--- src/rtl/fft_peak_finder.sv ---
// Streaming peak search over one FFT frame: squared magnitude per bin, running
// maximum over bins MIN_BIN..N/2-1, one report pulse per frame.
module fft_peak_finder #(
  parameter int WIDTH   = 16,
  parameter int LOG2N   = 10,
  parameter int MIN_BIN = 2
) (
  input  logic                    clk,
  input  logic                    rst,
  input  logic                    in_valid,
  input  logic signed [WIDTH-1:0] in_real,
  input  logic signed [WIDTH-1:0] in_imag,
  input  logic [2*WIDTH-1:0]      threshold,
  output logic                    out_valid,
  output logic [LOG2N-1:0]        peak_bin,
  output logic [2*WIDTH-1:0]      peak_mag,
  output logic                    peak_above
);

  localparam int MW = 2 * WIDTH;
  localparam int HALF = 1 << (LOG2N - 1);
  localparam logic [LOG2N-1:0] MIN_TAG  = LOG2N'(MIN_BIN);
  localparam logic [LOG2N-1:0] LAST_TAG = '1;

  // Both squares are non-negative and at most 2^(2W-2), so the sum fits 2W bits unsigned.
  function automatic logic [MW-1:0] mag_sum(input logic signed [MW-1:0] a,
                                            input logic signed [MW-1:0] b);
    return $unsigned(a) + $unsigned(b);
  endfunction

  logic [LOG2N-1:0] cnt;
  logic signed [MW-1:0] re_x, im_x;

  logic                 vld_p1, last_p1;
  logic [LOG2N-1:0]     bin_p1;
  logic signed [MW-1:0] re2_p1, im2_p1;

  logic                 vld_p2, last_p2;
  logic [LOG2N-1:0]     bin_p2;
  logic [MW-1:0]        mag_p2;

  logic [MW-1:0]        best_mag, nxt_mag;
  logic [LOG2N-1:0]     best_bin, nxt_bin;
  logic                 win_p2;

  assign re_x = MW'(in_real);
  assign im_x = MW'(in_imag);

  always_ff @(posedge clk) begin
    if (rst) cnt <= '0;
    else if (in_valid) cnt <= cnt + 1'b1;
  end

  // Stage 1: squares
  always_ff @(posedge clk) begin
    if (rst) vld_p1 <= 1'b0;
    else     vld_p1 <= in_valid;
    bin_p1  <= cnt;
    last_p1 <= (cnt == LAST_TAG);
    re2_p1  <= re_x * re_x;
    im2_p1  <= im_x * im_x;
  end

  // Stage 2: magnitude
  always_ff @(posedge clk) begin
    if (rst) vld_p2 <= 1'b0;
    else     vld_p2 <= vld_p1;
    bin_p2  <= bin_p1;
    last_p2 <= last_p1;
    mag_p2  <= mag_sum(re2_p1, im2_p1);
  end

  // Stage 3: running best; the report is taken from the post-update value at the last tag
  assign win_p2 = vld_p2 && (int'(bin_p2) >= MIN_BIN) && (int'(bin_p2) < HALF);

  always_comb begin
    nxt_mag = best_mag;
    nxt_bin = best_bin;
    if (win_p2 && ((bin_p2 == MIN_TAG) || (mag_p2 > best_mag))) begin
      nxt_mag = mag_p2;
      nxt_bin = bin_p2;
    end
  end

  always_ff @(posedge clk) begin
    best_mag <= nxt_mag;
    best_bin <= nxt_bin;
  end

  always_ff @(posedge clk) begin
    if (rst) begin
      out_valid  <= 1'b0;
      peak_bin   <= '0;
      peak_mag   <= '0;
      peak_above <= 1'b0;
    end else begin
      out_valid <= vld_p2 && last_p2;
      if (vld_p2 && last_p2) begin
        peak_bin   <= nxt_bin;
        peak_mag   <= nxt_mag;
        peak_above <= (nxt_mag >= threshold);
      end
    end
  end

endmodule

--- config.mk ---
export PLATFORM = sky130hd
export DESIGN_NAME = fft_peak_finder
export DESIGN_NICKNAME = d
export VERILOG_FILES = /design/src/rtl/fft_peak_finder.sv
export SDC_FILE = /design/constraint.sdc
export NUM_CORES = 2
export LEC_CHECK = 0
export BUFFER_PORTS_ARGS = -buffer_cell sky130_fd_sc_hd__buf_4
export CORE_ASPECT_RATIO = 0.7
export CORE_UTILIZATION = 32
export DETAILED_ROUTE_END_ITERATION = 10
export PLACE_DENSITY = 0.55
export SYNTH_ARGS = -nofsm -noshare
export SYNTH_HDL_FRONTEND = slang
export SYNTH_SLANG_ARGS = --single-unit
--- constraint.sdc ---
create_clock -name clk -period 16.9 [get_ports clk]
set_input_delay 1.69 -clock clk [delete_from_list [all_inputs] [get_ports clk]]
set_output_delay 1.69 -clock clk [all_outputs]
set_load 0.01 [all_outputs]
==> qor.txt <==
Final ANT Viol Nets -> 0
Setup_tns -> 0 ns
R2R Path End -> peak_above
Met3 usage -> 0.0160
Routability-driven placement congestion ratio -> 0.847
GRT met1 Usage -> 0.234
Clk sinks -> 214
Crit-path max FO -> 19
Share of the synthesized area in the top cell type -> 0.345
Crit path from -> in_imag[15]
Nets -> 3719
Clock tree buffer depth -> 3
Wire length per cell -> 15.5 µm
R2r setup slk -> 11.39 ns
Critical Path End -> im2_p1[31]
Status -> finished, final reports clean
Area growth syn-to-layout -> 10.2%
Startpoint Class -> input port
Clock Pin Slew Worst Setup and Hold Paths -> 0.07 ns
Post-Synth Simple-Gate Area -> 0.0936
Clk_lat worst skew -> 0.53 ns
Drt first pass iters -> 5
Num rows -> 88
CP arrival -> 8.21 ns
Seq/Total Area, Yosys -> 0.158
Yosys warning total -> 0
Synth Area in Adders -> 0.472
N_diodes -> 0
TritonCTS clock tree -> built
Final Hold Violating Endpoints -> 0
RR Startpoint -> mag_p2[31]
Post-synthesis register bit count -> 214
Max Cap Violations -> 0
Final min period -> 7.80 ns
Core Box Area -> 0.0831 mm²
Largest family of logic cells by synthesized area -> adder cells
Async SR Flop Fraction -> 0
Mapped Nets -> 3672
GR peak layer -> met1
Vias/cell -> 4.61
Final setup fails -> 0
Critical Path End Type -> register
First-pass GRT wire length -> 104000 µm
XOR/XNOR share of the synthesized area -> 0.0359
DR iter-0 viols -> 975
Vias in the first global route -> 19178
Period utilisation layout -> 0.462
Synth area leaders -> fa_1 (35%), dfxtp_1 (16%), ha_1 (13%)
DRC -> 0
Total track usage -> 0.152
Top-level port count -> 111
Setup Fix Bufs, Post-CTS -> 0
Number of synthesized flops with an enable pin -> 0
Layout cells sized above 1 -> 0.0759
Slew headroom -> 0.402
Vias -> 18670
Hold Buf Count CTS -> 0
Post-synthesis compound-gate area fraction -> 0.108
Synth cell types -> 71
Chip width -> 350 µm
Syn Std Cell Area -> 0.0271 mm²
Die area -> 0.0858 mm²
Clk root buf -> clkbuf_16
Drt total wl -> 63000 µm
CTS buffer count -> 22
Remaining global-route overflow -> 0
Fin. max-slew vios -> 0
Largest net degree at the start of global routing -> 77
Starting Density -> 0.326
Sequential cell area -> 0.00428 mm²
Reg2reg path depth -> 18
Max Clock Freq -> 128 MHz
Die height -> 245 µm
Initial antenna violation count -> 1
Number of fill cells in the layout -> 8533
Post-synth top flop -> dfxtp_1
Slew at the pin closest to its max-slew limit -> 0.897 ns
Multi-input logic area -> 0.0198 mm²
Met2 Use GR -> 0.232
Syn_area_per_cell -> 9.46 µm²
Type of the most critical hold path -> register to register
Post-synthesis instance total -> 2863
Mux contribution to synthesized area -> 0.0197
DP Wirelength -> 52300 µm
Resize count post-CTS -> 0
Post-synth top area cell -> fa_1
RSZ-0062 raised after global routing -> no
H-Tree Depth -> 1
Crit path required time -> 17.31 ns
Port bufs -> 110
CP Class -> input port to register
Clock Skew -> 0.0127 ns
[area by class of cell]
class | count | area share
multi-input combinational | 1845 | 0.663
sequential | 214 | 0.143
inverter | 711 | 0.0894
tap | 1125 | 0.0471
timing repair buffer | 116 | 0.0292
clock buffer | 29 | 0.0210
clock inverter | 11 | 0.00742
[sequential cells by signal, summed over array words and instances, names as in the netlist, 10 cells and up]
register	count
peak_mag	32
bin_p1	10
cnt	10
best_bin	10
best_mag	32
mag_p2	32
im2_p1	31
re2_p1	31
peak_bin	10
bin_p2	10
[worst min path at each step]
stage               slack, ns       from        end  depth (start not counted)
finish                   0.33  bin_p1[1]  bin_p2[1]                          0
global placement         0.31  bin_p1[7]  bin_p2[7]                          0
floorplan                0.31  bin_p1[0]  bin_p2[0]                          0
detailed placement       0.31  bin_p1[9]  bin_p2[9]                          0
global route             0.33  bin_p1[9]  bin_p2[9]                          0
CTS                      0.33  bin_p1[9]  bin_p2[9]                          0
[critical path, stage by stage]
cell and delay [ns]:
buf_4 0.19, inv_1 0.51, nor2_1 0.18, fa_1 0.76, fa_1 0.50, fa_1 0.50
fa_1 0.51, fa_1 0.49, inv_1 0.05, fa_1 0.47, inv_1 0.04, ha_1 0.39
and3_1 0.24, and4_1 0.25, and3_1 0.17, a221oi_1 0.50, o211ai_1 0.22, a31oi_1 0.28
o21ai_0 0.14, xnor2_1 0.14
[cells by family after synthesis]
family	count (synthesis)
and+or+nand+nor	540
AOI/OAI and AO/OA	406
DFF	214
buffers and inverters	804
xor gates and xnor gates	111
adders and majority gates	742
muxes	46
[cells in the mapped netlist, types with 20 or more instances]
cell type,number
a2111oi_0,45
a211oi_1,47
a21o_1,61
a21oi_1,70
and2_1,75
clkbuf_1,81
dfxtp_1,214
fa_1,467
ha_1,275
inv_1,710
mux2_2,35
nand2_1,175
nor2_1,157
nor3_1,20
o21a_1,20
o21ai_0,34
o21bai_1,55
xnor2_1,83
xor2_1,28
[placed cells by master (no fill, tap or decap), types with 47 or more instances in the layout]
cell type / count
a21oi_1: 70
a211oi_1: 47
a21o_1: 60
dfxtp_1: 214
fa_1: 467
buf_4: 116
and2_1: 75
nand2_1: 174
nor2_1: 157
xnor2_1: 83
o21bai_1: 55
inv_1: 710
ha_1: 275
[per-stage QoR]
| step | hold slack, ns | util | std cells | setup WS [ns] | instance area (µm²) |
|---|---|---|---|---|---|
| finish | 0.325 | 0.359 | 4051 | 9.10 | 29900 |
| global route | 0.330 | 0.359 | 4051 | 8.73 | 29900 |
| CTS | 0.327 | 0.359 | 4051 | 9.12 | 29900 |
| detailed placement | 0.312 | 0.349 | 4011 | 8.58 | 29000 |
| global placement | 0.310 | 0.349 | 4011 | 8.68 | 29000 |
| floorplan | 0.310 | - | 2863 | 9.23 | 27100 |
[layer usage]
metal / vias to the layer above / part of all wire
li1: 9060 / -
met1: 9228 / 0.52
met2: 343 / 0.43
met3: 39 / 0.044
met4: 0 / 0.0097
met5: - / 0
Power is left out: the tool's default activity adds up to more than one toggle a clock period on the data nets, which glitch-free logic cannot reach.
